### src/rtl/scmp_status.sv
// ----------------------------------------------------------------------------
// scmp_status -- SC/MP-style processor status register and interrupt request.
//
// Holds the architectural status byte {CY, OV, SB, SA, IE, F2, F1, F0}, the
// hidden half-carry HCY used by decimal adjust, and the registered interrupt
// request raised when interrupts are enabled and sense input SA is high.
//
// Parameters:
//   IE_RESET   value of IE after reset
//
// Configuration macro:
//   SCMP_SENSE_SYNC_EN  when defined, sa_i/sb_i pass through a 2-flop
//                       synchroniser (sr_o[5:4] lag 2 cycles, int_req_o lag 3);
//                       otherwise a single register stage is used (lag 1 / 2).
//
// Ports:
//   clk, rst                      clock, asynchronous active-high reset
//   alu_cy_i/alu_ov_i/alu_hcy_i   flag results from the ALU stage
//   ld_cy/ld_ov/ld_hcy            per-flag load strobes (beat sr_wr)
//   sr_wr, sr_d                   status register write (CAS)
//   ie_set, ie_clr                IEN / DINT strobes
//   sa_i, sb_i                    asynchronous sense inputs
//   int_ack                       interrupt-accept pulse
//   sr_o                          status byte
//   cy_o, ov_o, hcy_o             flags fed back to the ALU
//   ie_o                          interrupt enable
//   flag_o                        F2..F0 user flag pins
//   int_req_o                     registered interrupt request
//
// Every output is a flop output; no input reaches an output combinationally.
// ----------------------------------------------------------------------------
module scmp_status #(
  parameter logic IE_RESET = 1'b0
) (
  input  logic       clk,
  input  logic       rst,
  input  logic       alu_cy_i,
  input  logic       alu_ov_i,
  input  logic       alu_hcy_i,
  input  logic       ld_cy,
  input  logic       ld_ov,
  input  logic       ld_hcy,
  input  logic       sr_wr,
  input  logic [7:0] sr_d,
  input  logic       ie_set,
  input  logic       ie_clr,
  input  logic       sa_i,
  input  logic       sb_i,
  input  logic       int_ack,
  output logic [7:0] sr_o,
  output logic       cy_o,
  output logic       ov_o,
  output logic       hcy_o,
  output logic       ie_o,
  output logic [2:0] flag_o,
  output logic       int_req_o
);

  // --------------------------------------------------------------------------
  // State
  // --------------------------------------------------------------------------
  logic       cy_q,   cy_d;
  logic       ov_q,   ov_d;
  logic       hcy_q,  hcy_d;
  logic       ie_q,   ie_d;
  logic [2:0] flag_q, flag_d;
  logic       int_req_q, int_req_d;

  // Synchronised sense inputs as seen by the rest of the block.
  logic       sa_sync;
  logic       sb_sync;

  // sr_d[5:4] address the read-only sense bits; writes to them are dropped.
  logic       unused_sr_d;
  assign unused_sr_d = ^sr_d[5:4];

  // --------------------------------------------------------------------------
  // Sense input synchronisers
  // --------------------------------------------------------------------------
`ifdef SCMP_SENSE_SYNC_EN
  logic sa_s1_q, sa_s2_q;
  logic sb_s1_q, sb_s2_q;

  always_ff @(posedge clk or posedge rst) begin
    if (rst) begin
      sa_s1_q <= 1'b0;
      sa_s2_q <= 1'b0;
      sb_s1_q <= 1'b0;
      sb_s2_q <= 1'b0;
    end else begin
      sa_s1_q <= sa_i;
      sa_s2_q <= sa_s1_q;
      sb_s1_q <= sb_i;
      sb_s2_q <= sb_s1_q;
    end
  end

  assign sa_sync = sa_s2_q;
  assign sb_sync = sb_s2_q;
`else
  logic sa_s1_q;
  logic sb_s1_q;

  always_ff @(posedge clk or posedge rst) begin
    if (rst) begin
      sa_s1_q <= 1'b0;
      sb_s1_q <= 1'b0;
    end else begin
      sa_s1_q <= sa_i;
      sb_s1_q <= sb_i;
    end
  end

  assign sa_sync = sa_s1_q;
  assign sb_sync = sb_s1_q;
`endif

  // --------------------------------------------------------------------------
  // Flag next-state: per-bit load strobe beats the whole-register write
  // --------------------------------------------------------------------------
  always_comb begin
    cy_d   = cy_q;
    ov_d   = ov_q;
    hcy_d  = hcy_q;
    flag_d = flag_q;

    if (ld_cy) begin
      cy_d = alu_cy_i;
    end else if (sr_wr) begin
      cy_d = sr_d[7];
    end

    if (ld_ov) begin
      ov_d = alu_ov_i;
    end else if (sr_wr) begin
      ov_d = sr_d[6];
    end

    // HCY is not architecturally visible, so sr_wr never touches it.
    if (ld_hcy) begin
      hcy_d = alu_hcy_i;
    end

    if (sr_wr) begin
      flag_d = sr_d[2:0];
    end
  end

  // --------------------------------------------------------------------------
  // Interrupt enable: accept/DINT clear beats IEN, which beats CAS
  // --------------------------------------------------------------------------
  always_comb begin
    ie_d = ie_q;
    if (int_ack || ie_clr) begin
      ie_d = 1'b0;
    end else if (ie_set) begin
      ie_d = 1'b1;
    end else if (sr_wr) begin
      ie_d = sr_d[3];
    end
  end

  // --------------------------------------------------------------------------
  // Interrupt request: level-sensitive on IE & SA, dropped by accept.
  // Because accept also clears IE, the request cannot return until IE is
  // set again, even while SA stays high.
  // --------------------------------------------------------------------------
  always_comb begin
    if (int_ack) begin
      int_req_d = 1'b0;
    end else begin
      int_req_d = ie_q & sa_sync;
    end
  end

  // --------------------------------------------------------------------------
  // Registers
  // --------------------------------------------------------------------------
  always_ff @(posedge clk or posedge rst) begin
    if (rst) begin
      cy_q      <= 1'b0;
      ov_q      <= 1'b0;
      hcy_q     <= 1'b0;
      ie_q      <= IE_RESET;
      flag_q    <= 3'b000;
      int_req_q <= 1'b0;
    end else begin
      cy_q      <= cy_d;
      ov_q      <= ov_d;
      hcy_q     <= hcy_d;
      ie_q      <= ie_d;
      flag_q    <= flag_d;
      int_req_q <= int_req_d;
    end
  end

  // --------------------------------------------------------------------------
  // Outputs
  // --------------------------------------------------------------------------
  assign sr_o      = {cy_q, ov_q, sb_sync, sa_sync, ie_q, flag_q};
  assign cy_o      = cy_q;
  assign ov_o      = ov_q;
  assign hcy_o     = hcy_q;
  assign ie_o      = ie_q;
  assign flag_o    = flag_q;
  assign int_req_o = int_req_q;

endmodule

### config.mk
export PLATFORM = sky130hd
export DESIGN_NAME = scmp_status
export DESIGN_NICKNAME = d
export VERILOG_FILES = /design/src/rtl/scmp_status.sv
export SDC_FILE = /design/constraint.sdc
export NUM_CORES = 1
export LEC_CHECK = 0
export BUFFER_PORTS_ARGS = -buffer_cell sky130_fd_sc_hd__buf_2
export CAP_MARGIN = 20
export CORE_AREA = 2 2 39 41
export CTS_CLUSTER_SIZE = 16
export DETAILED_ROUTE_END_ITERATION = 6
export DIE_AREA = 0 0 41 43
export PLACE_DENSITY_LB_ADDON = 0.25
export SYNTH_ARGS = -nofsm -noshare
export SYNTH_HDL_FRONTEND = slang
export SYNTH_SLANG_ARGS = --single-unit
### constraint.sdc
create_clock -name clk -period 1.3 [get_ports clk]
set_input_delay 0.065 -clock clk [delete_from_list [all_inputs] [get_ports clk]]
set_output_delay 0.065 -clock clk [all_outputs]
set_load 0.01 [all_outputs]
**After elaboration in Yosys (flattened, before gate mapping)**

Index checks and enable logic that the tools add are counted.

- Output and inout bits: 16
- Bits in latches: 0
- Register bits: 10
- Memories: 0
- Logic and storage cells: 21
- Bits in read-only memories: 0
- RAM bits: 0

- Eq/ne operators: 0
- Order comparisons: 0
- Mux-type cells: 8
- Multiply operators: 0
- Add/sub/neg operators: 0
- Reduce and logical (&&, ||, !) cells: 4
- Bitwise gates (word level): 1
- Shift-type cells: 0
- Divide/modulo/power cells: 0

Operators with widths:

| operator | number |
|---|---|
| 1-bit two-way mux | 8 |
| 2-bit nonzero test | 2 |
| 3-bit nonzero test | 1 |
| 1-bit AND | 1 |
| 1-bit logical OR | 1 |

**Longest topological paths before layout**

Gate-level depths: netlist of the first run.

- Depth in word-level cells: 3
- Gate-level depth with buffers: 3
- Depth with buffers taken out: 2

**Worst setup path before layout of the first run**

OpenSTA, ideal clock, no wires.

- Kind: register to register
- Start point: reg, netlist name flag_o[0]
- End point: reg flag_q[0], in the netlist flag_o[0]
- Data required time: 1.175 ns
- Period minus slack after synthesis: 0.782 ns
- Arrival time: 0.657 ns
- Setup slack: 0.518 ns
- Cell stages (with the launch flop): 2
- Library setup time: 0.125 ns
- Cell sequence: dfrtp_1 -> mux2_2

RTL lines:

| what | line | text |
|---|---|---|
| end signal: assignment | 192 | `flag_q <= flag_d;` |
| end: declaration | 66 | `logic [2:0] flag_q, flag_d;` |

**Worst setup path after layout of the first run**

- Start point: reg cy_q, in the netlist cy_o
- End point: out sr_o[7]

RTL lines:

| what | line | text |
|---|---|---|
| start: declaration | 62 | `logic cy_q, cy_d;` |
| start signal: assignment | 188 | `cy_q <= cy_d;` |
| end: declaration | 50 | `output logic [7:0] sr_o,` |

No word-level cell between the ends.

==> impl_metrics.py, run 1 <==
metrics = {
    "critical_path": {
        "crit_family": "flip-flops",
        "slowest_delay_ps": 400,
        "crit_path_max_fanout": 3,
        "crit_path_start_kind": "register",
        "crit_buf_inv": 1,
        "critical_path.slowest_cell": "dfrtp_1",
        "crit_required_ps": 1240,
        "crit_arrival_ps": 810,
        "critPathKind": "register to output pin",
        "path_cells": "buf_2",
        "ff2ff_setup_slack_ps": 540,
        "cp-end-kind": "output pin",
    },
    "yosys": {
        "synth_area_um2": 443,
        "synth_top_area_share_pct": 56.5,
        "ys_types": 10,
        "synth_top_area_cell": "dfrtp_1",
        "yosysWarnings": 0,
        "syn_inst": 34,
        "syn-num-nets": 56,
        "synth_area_leaders": "dfrtp_1 (56%), buf_4 (14%), mux2_2 (10%), mux2i_1 (6.8%), a211oi_2 (2.8%)",
        "avgSynthCellArea_um2": 13.0,
        "ys_seq_area_share_pct": 56.5,
        "synth_seq_cells": 10,
    },
    "cts": {
        "clk_path_buf_depth": 2,
        "htreeDepth": 1,
        "post-cts-setup-buffer-count": 0,
        "worstSkewPairLatency_ps": 260,
        "cts_buffers": 3,
        "cts_tree": "yes",
        "cts-root-buf": "clkbuf_4",
        "clkSlewWorstSetupHoldPaths_ps": 60,
        "cts_sinks": 10,
    },
    "power_and_ir_drop": {
        "p_leak_nw": 0.374,
        "powerDensity_nw_per_um2": 1140,
        "p_int_w": 0.000585,
        "seqPwrFrac_pct": 45.2,
        "p_comb_share_pct": 18.6,
        "power.total_w": 0.000769,
        "switching_share_pct": 24.0,
        "max-vdd-ir-drop_uv": 494,
        "switching_power_w": 0.000185,
        "p_clk_share_pct": 36.3,
    },
    "detailed_routing": {
        "wl_per_cell_um": 9.79,
        "drtIter0Drc": 0,
        "antenna_left": 0,
        "drt_drc_violations_left": 0,
        "firstDrtPassIters": 1,
        "wl_um": 852,
        "num_vias": 358,
        "drt-vias-per-instance": 4.11,
    },
    "worst_hold_path": {
        "hp-class": "input pin to register",
    },
    "layout": {
        "layout.cells.non_filler": 87,
        "area_delta_synth_final_pct": 52.0,
        "finish.utilization_pct": 48.6,
        "drive_above_1_share_pct": 62.0,
        "num_antenna_cells": 0,
        "nNetsFinal": 94,
    },
    "flow_run": {
        "maxCapViolations": 0,
    },
    "floorplanning": {
        "rows": 14,
        "dieWidth_um": 41,
        "die_area_um2": 1760,
        "boundaryPins": 38,
        "die_y_um": 43,
        "start_util_pct": 32.0,
        "core_um2": 1380,
    },
    "timing": {
        "finalHoldViolCount": 0,
        "worst_slack_ps": 429,
        "finalSetupViolCount": 0,
        "period_needed_ps": 871,
        "worst_pin_slew_ps": 369,
        "tns_ps": 0,
        "rsz0062_at_grt": "no",
        "max_freq_ghz": 1.15,
        "finClkSkew_ps": 0.0327,
        "slew_headroom_pct": 75.3,
        "period_share_pct": 67.0,
        "slew_viol_final": 0,
    },
    "global_routing": {
        "grt_pass1_wl_um": 1240,
        "antenna_found_initial": 0,
        "grt_usage_pct": 11.0,
        "grt_pass1_vias": 327,
        "globalRouteOverflowTotal": 0,
        "grt_max_degree": 11,
    },
    "place": {
        "dp.cells": 76,
        "port_buffers": 35,
        "place_congestion": 0.599,
        "place_ws_ps": 552,
    },
    "run_status": {
        "outcome": "completed",
    },
}
==> routing by layer <==
layer,part of all wire [%],vias to the layer above,global-route usage [%]
li1,-,178,-
met1,39,148,12.3
met2,46,28,15.9
met3,12,4,3.14
met4,2.7,0,10.0
met5,0,-,0
==> Yosys cell counts <==
cell type  count
buf_4          8
and3b_1        1
nand2_1        2
mux2i_1        3
o21ai_0        2
mux2_2         4
dfrtp_1       10
buf_6          1
inv_1          2
a211oi_2       1
==> cell type report <==
type,count,area (um^2)
timing repair buffer,42,245
multi-input combinational,13,114
inverter,2,7.51
sequential,10,250
clock buffer,4,36.3
tap,16,20.0
fill,136,711
==> power by group through the flow <==
stage	combinational, W	clock (W)	sequential [W]
finish	0.000143	0.000279	0.000348
floorplan	0.0000756	0	0.000365
global route	0.000160	0.000298	0.000352
global placement	0.000128	0	0.000354
CTS	0.000149	0.000287	0.000348
detailed placement	0.000129	0	0.000354
==> state kept, by name, indices dropped and copies added (netlist names) <==
name       cells
flag_o         3
hcy_o          1
ov_o           1
int_req_o      1
sa_s1_q        1
ie_o           1
cy_o           1
sb_s1_q        1
==> worst paths after layout <==
path / startpoint / end / depth (start not counted)
max: cy_o$_DFFE_PP0P_ / sr_o[7] / 1
min: alu_cy_i / cy_o$_DFFE_PP0P_ / 3
max reg2reg: flag_o[1]$_DFFE_PP0P_ / flag_o[1]$_DFFE_PP0P_ / 1
min reg2reg: hcy_o$_DFFE_PP0P_ / hcy_o$_DFFE_PP0P_ / 1
max in group asynchronous: rst / cy_o$_DFFE_PP0P_ / 3
min in group asynchronous: rst / sb_s1_q$_DFF_PP0_ / 3
==> cell families (layout without fill, tap and decap cells) <==
| family | count (synthesis) | count (layout) | share of synthesized area (%) |
|---|---|---|---|
| buf+inv | 11 | 48 | 17.8 |
| flops | 10 | 10 | 56.5 |
| mux | 7 | 7 | 16.9 |
| compound gates | 3 | 3 | 5.08 |
| simple gates | 3 | 3 | 3.67 |
==> tightest hold or removal path: cells and delay by family <==
kind | cells | cell delay [ps]
AO/OA/AOI/OAI | 1 | 50
AND/OR/NAND/NOR | 1 | 40
buffers and inverters | 1 | 80
==> placed cells by master, fill, tap and decap left out <==
master         count
a211oi_2           1
o21ai_1            1
mux2i_1            3
mux2_2             4
o21ai_0            1
dfrtp_1           10
clkbuf_8           1
buf_2             35
dlygate4sd3_1      7
nand2_1            2
clkbuf_4           3
inv_1              2
and3b_1            1
==> what timing repair did <==
action	CTS	global route
hold buffers	8	0
gates resized for setup	0	1
setup endpoints to repair	0	1
hold endpoints to repair	15	0
==> through the flow <==
step	hold slack (ps)	instance area, um^2
finish	10.9	673
global route	23.3	673
CTS	3.45	683
detailed placement	62.4	567
global placement	54.4	567
floorplan	-94.8	443
No activity file was read; power rests on OpenSTA's default activity.
==> inputs of run 2 (changes only) <==
CORE_AREA = not set   (was 2 2 39 41)
CORE_MARGIN = 2   (was not set)
CORE_UTILIZATION = 32   (was not set)
DIE_AREA = not set   (was 0 0 41 43)
clock period = 0.8 ns   (was 1.3 ns; I/O delays follow)
==> run 2 against run 1 <==
The flow now finishes with violations (negative setup slack). Worst setup slack worse by 460 ps. Cell area is 0.74% higher. Global-route usage is 2.9 points higher. Non-clock buffer count is 2 higher. Sequential share of layout area is 0.27 points lower. Power is 45% higher. Clock power is 11% higher. Die area is 3.7% lower. Critical path type unchanged. Largest cell class is now non-clock buffers.
==> impl_metrics.py, run 2 (synthesis results as in run 1) <==
metrics = {
    "layout": {
        "nNetsFinal": 96,
        "drive_above_1_share_pct": 59.7,
        "fillers": 120,
        "largest_reg_flops": 3,
        "ff_latch_area_um2": 250,
        "area_delta_synth_final_pct": 53.1,
        "layout_commonest_cell": "buf_2",
        "num_antenna_cells": 0,
        "multi_input_area_um2": 114,
        "layout_common_cells": "buf_2 (35), dfrtp_1 (10), dlygate4sd3_1 (9)",
        "finish.utilization_pct": 52.1,
    },
    "global_routing": {
        "antenna_found_initial": 0,
        "grt_pass1_vias": 351,
        "grt_max_degree": 11,
        "grt_usage_pct": 14.0,
        "grt_pass1_wl_um": 1430,
        "globalRouteOverflowTotal": 0,
    },
    "timing": {
        "tns_ps": -155,
        "slew_headroom_pct": 75.6,
        "slew_viol_final": 0,
        "period_share_pct": 104,
        "worst_slack_ps": -31.9,
        "max_freq_ghz": 1.20,
        "finClkSkew_ps": 1.82,
        "rsz0062_at_grt": "yes",
        "period_needed_ps": 832,
        "worst_pin_slew_ps": 366,
        "finalSetupViolCount": 13,
        "finalHoldViolCount": 0,
    },
    "detailed_routing": {
        "drt_drc_violations_left": 0,
        "drt-vias-per-instance": 4.47,
        "wl_um": 880,
        "wl_per_cell_um": 10.1,
        "num_vias": 389,
        "firstDrtPassIters": 2,
        "antenna_left": 0,
        "drtIter0Drc": 2,
    },
    "critical_path": {
        "crit_required_ps": 760,
        "crit_path_max_fanout": 4,
        "cp-end-kind": "output pin",
        "path_cells": "buf_2",
        "setup.worst_path.start": "ie_o$_DFFE_PP0P_",
        "critical_path.slowest_cell": "dfrtp_1",
        "rr_worst_depth": 1,
        "crit_family": "flip-flops",
        "slowest_delay_ps": 390,
        "crit_arrival_ps": 790,
        "critPathKind": "register to output pin",
        "crit_buf_inv": 1,
        "ff2ff_setup_slack_ps": 50,
        "worst_r2r_endpoint": "flag_o[0]$_DFFE_PP0P_",
        "regToRegStartpoint": "flag_o[0]$_DFFE_PP0P_",
        "crit_path_start_kind": "register",
    },
    "place": {
        "place_congestion": 0.699,
        "place_ws_ps": 45.0,
        "port_buffers": 35,
    },
    "cts": {
        "cts-root-buf": "clkbuf_4",
        "cts_sinks": 10,
        "worstSkewPairLatency_ps": 250,
        "cts_tree": "yes",
        "clkSlewWorstSetupHoldPaths_ps": 60,
        "clk_path_buf_depth": 2,
        "cts_buffers": 3,
        "htreeDepth": 1,
    },
    "floorplanning": {
        "die_y_um": 41.2,
        "dieWidth_um": 41.2,
        "start_util_pct": 34.0,
        "die_area_um2": 1700,
        "rows": 13,
        "core_um2": 1300,
        "boundaryPins": 38,
    },
    "flow_run": {
        "maxCapViolations": 0,
    },
    "power_and_ir_drop": {
        "power.total_w": 0.00111,
        "powerDensity_nw_per_um2": 1640,
        "max-vdd-ir-drop_uv": 1220,
        "p_leak_nw": 0.375,
    },
    "run_status": {
        "violations": "negative setup slack",
        "outcome": "finished, violations left",
    },
    "worst_hold_path": {
        "hold_end": "ie_o$_DFFE_PP0P_",
        "holdPathStages": 3,
        "hp-start": "ie_set",
        "hp-class": "input pin to register",
    },
}
run 2: changes by cell type in the layout (fill, tap and decap cells not counted), sizes merged:
cell and change:
clkbuf -1, dlygate4sd3 +2
run 2: worst max-delay path by stage:
stage / to / slack, ps / cells past startpoint
after floorplan: flag_o[0]$_DFFE_PP0P_ / 20 / 1
after global placement: ie_o$_DFFE_PP0P_ / 50 / 2
after detailed placement: ie_o$_DFFE_PP0P_ / 40 / 2
after CTS: ie_o / -50 / 1
after global routing: cy_o / -70 / 1
final: ie_o / -30 / 1
run 2: cell type report:
cell class                 instances  share of cell area (%)
inverter                           2                    1.11
sequential                        10                    36.9
multi-input combinational         13                    16.8
clock buffer                       3                    3.32
timing repair buffer              44                    39.1
tap                               15                    2.77
run 2: power by group:
group,switching (W),internal (W)
sequential,0.0000202,0.000545
combinational,0.000105,0.000136
clock,0.000137,0.000172
total,0.000262,0.000853
run 2: per-layer routing:
layer	routed length [um]	GRT usage, %	vias up	part of all wire [%]
li1	-	-	181	-
met1	263	11.0	189	30
met2	539	28.5	19	61
met3	76	8.15	0	8.6
met4	0	2.42	0	0
met5	0	0	-	0
run 2: what timing repair did:
item                                    in CTS  in global routing
gates resized for setup                      0                  0
buffers inserted                             0                  0
hold endpoints to repair                    15                  0
endpoints found under the setup margin      14                 16
hold buffers                                 9                  0
run 2: stage by stage:
| step | area (um^2) | std cells | hold WS (ps) |
|---|---|---|---|
| floorplan | 443 | 34 | -120 |
| global placement | 566 | 75 | 32.6 |
| detailed placement | 566 | 75 | 36.8 |
| CTS | 678 | 87 | 10.1 |
| global route | 678 | 87 | 17.4 |
| finish | 678 | 87 | 21.0 |
==> inputs of run 3 (changes only) <==
CORE_AREA = 2 2 39 41   (was not set)
CORE_MARGIN = not set   (was 2)
CORE_UTILIZATION = not set   (was 32)
DIE_AREA = 0 0 41 43   (was not set)
clock period = 0.83 ns   (was 0.8 ns; I/O delays follow)
==> run 3 against run 2 <==
The flow still finishes with violations (negative setup slack). Utilization is 2.0 points lower. Worst setup slack gained 24 ps. Combinational power down 5%. Sequential share of layout area down 0.80 points. Die area rose by 3.8%. Highest routed layer unchanged. Via count is 8.2% lower. Flip-flop and latch count unchanged.
==> impl_metrics.py, run 3 (synthesis results as in run 1) <==
metrics = {
    "layout": {
        "multi_input_area_um2": 114,
        "largest_reg_flops": 3,
        "drive_above_1_share_pct": 60.3,
        "nNetsFinal": 96,
        "layout_common_cells": "buf_2 (35), dfrtp_1 (10), dlygate4sd3_1 (9)",
        "num_antenna_cells": 0,
        "ff_latch_area_um2": 250,
        "layout.cells.non_filler": 89,
        "layout_commonest_cell": "buf_2",
        "fillers": 131,
        "area_delta_synth_final_pct": 56.5,
    },
    "run_status": {
        "outcome": "finished, violations left",
        "violations": "negative setup slack",
    },
    "cts": {
        "cts_buffers": 3,
        "cts_resized": 0,
        "clk_path_buf_depth": 2,
        "htreeDepth": 1,
        "cts-root-buf": "clkbuf_4",
        "cts_sinks": 10,
        "cts_tree": "yes",
        "clkSlewWorstSetupHoldPaths_ps": 70,
        "worstSkewPairLatency_ps": 250,
    },
    "detailed_routing": {
        "antenna_left": 0,
        "wl_per_cell_um": 9.17,
        "drt_drc_violations_left": 0,
        "num_vias": 357,
        "firstDrtPassIters": 1,
        "wl_um": 816,
        "drtIter0Drc": 0,
        "drt-vias-per-instance": 4.01,
    },
    "global_routing": {
        "grt_pass1_vias": 358,
        "grt_pass1_wl_um": 1260,
        "antenna_found_initial": 0,
        "grt_max_degree": 11,
        "globalRouteOverflowTotal": 0,
        "grt_usage_pct": 10.9,
    },
    "floorplanning": {
        "rows": 14,
        "die_area_um2": 1760,
        "start_util_pct": 32.0,
        "boundaryPins": 38,
        "core_um2": 1380,
        "die_y_um": 43,
        "dieWidth_um": 41,
    },
    "timing": {
        "rsz0062_at_grt": "yes",
        "timing.hold.ws_ps": 14.3,
        "finalSetupViolCount": 4,
        "period_share_pct": 101,
        "worst_slack_ps": -7.97,
        "worst_pin_slew_ps": 376,
        "finalHoldViolCount": 0,
        "slew_headroom_pct": 74.9,
        "tns_ps": -28.7,
        "period_needed_ps": 838,
        "finClkSkew_ps": 0.0787,
        "max_freq_ghz": 1.19,
        "slew_viol_final": 0,
    },
    "critical_path": {
        "crit_buf_inv": 1,
        "critPathKind": "register to output pin",
        "cp-end-kind": "output pin",
        "crit_path_start_kind": "register",
        "critical_path.slowest_cell": "dfrtp_1",
        "crit_family": "flip-flops",
        "crit_required_ps": 790,
        "crit_path_max_fanout": 4,
        "slowest_delay_ps": 400,
        "path_cells": "buf_2",
        "crit_arrival_ps": 800,
    },
    "place": {
        "dp.cells": 76,
        "place_congestion": 0.612,
        "port_buffers": 35,
        "place_hpwl_um": 614,
    },
    "power_and_ir_drop": {
        "p_comb_share_pct": 19.2,
        "p_clk_share_pct": 35.3,
        "p_leak_nw": 0.383,
        "switching_share_pct": 22.9,
        "power.total_w": 0.00120,
        "max-vdd-ir-drop_uv": 768,
        "p_int_w": 0.000921,
        "seqPwrFrac_pct": 45.5,
        "powerDensity_nw_per_um2": 1720,
        "switching_power_w": 0.000274,
    },
    "flow_run": {
        "maxCapViolations": 0,
    },
    "worst_hold_path": {
        "hp-class": "input pin to register",
    },
}
run 3: path summary, 6_finish.rpt:
kind | start | end | slack, ps | cells after the start
max | ie_o$_DFFE_PP0P_ | ie_o | -8 | 1
min | sr_d[2] | flag_o[2]$_DFFE_PP0P_ | 10 | 2
max reg2reg | flag_o[1]$_DFFE_PP0P_ | flag_o[1]$_DFFE_PP0P_ | 80 | 1
min reg2reg | hcy_o$_DFFE_PP0P_ | hcy_o$_DFFE_PP0P_ | 500 | 1
max in group asynchronous | rst | cy_o$_DFFE_PP0P_ | 250 | 3
min in group asynchronous | rst | sb_s1_q$_DFF_PP0_ | 310 | 3
run 3: area by class of cell:
| type | count | area share, % |
|---|---|---|
| timing repair buffer | 44 | 38.3 |
| sequential | 10 | 36.1 |
| multi-input combinational | 13 | 16.4 |
| clock buffer | 4 | 5.23 |
| tap | 16 | 2.89 |
| inverter | 2 | 1.08 |
run 3: power groups by stage:
stage / clock network (W) / logic (W) / registers (W)
2_1_floorplan: 0 / 0.000118 / 0.000571
3_3_place_gp: 0 / 0.000200 / 0.000554
3_5_place_dp: 0 / 0.000202 / 0.000555
4_1_cts: 0.000441 / 0.000233 / 0.000545
5_1_grt: 0.000465 / 0.000256 / 0.000551
6_report: 0.000422 / 0.000229 / 0.000544
run 3: routing by layer:
layer,routed length [um],up-vias,global-route usage [%],part of all wire (%)
li1,-,183,-,-
met1,307,148,12.6,38
met2,409,26,16.9,50
met3,99,0,3.14,12
met4,0,0,6.00,0
met5,0,-,0,0
run 3: timing repair:
action / 4_1_cts / 5_1_grt
hold buffers: 9 / 0
setup endpoints to repair: 8 / 14
setup buffers: 0 / 0
pin swaps: 0 / 0
hold endpoints to repair: 15 / 0
run 3: metrics by stage:
| step | util (%) | setup WS, ps | area (um^2) |
|---|---|---|---|
| 2_1_floorplan | - | 47.7 | 443 |
| 3_3_place_gp | 41.0 | 79.9 | 567 |
| 3_5_place_dp | 41.0 | 82.0 | 567 |
| 4_1_cts | 50.1 | -27.1 | 693 |
| 5_1_grt | 50.1 | -45.8 | 693 |
| 6_report | 50.1 | -7.97 | 693 |
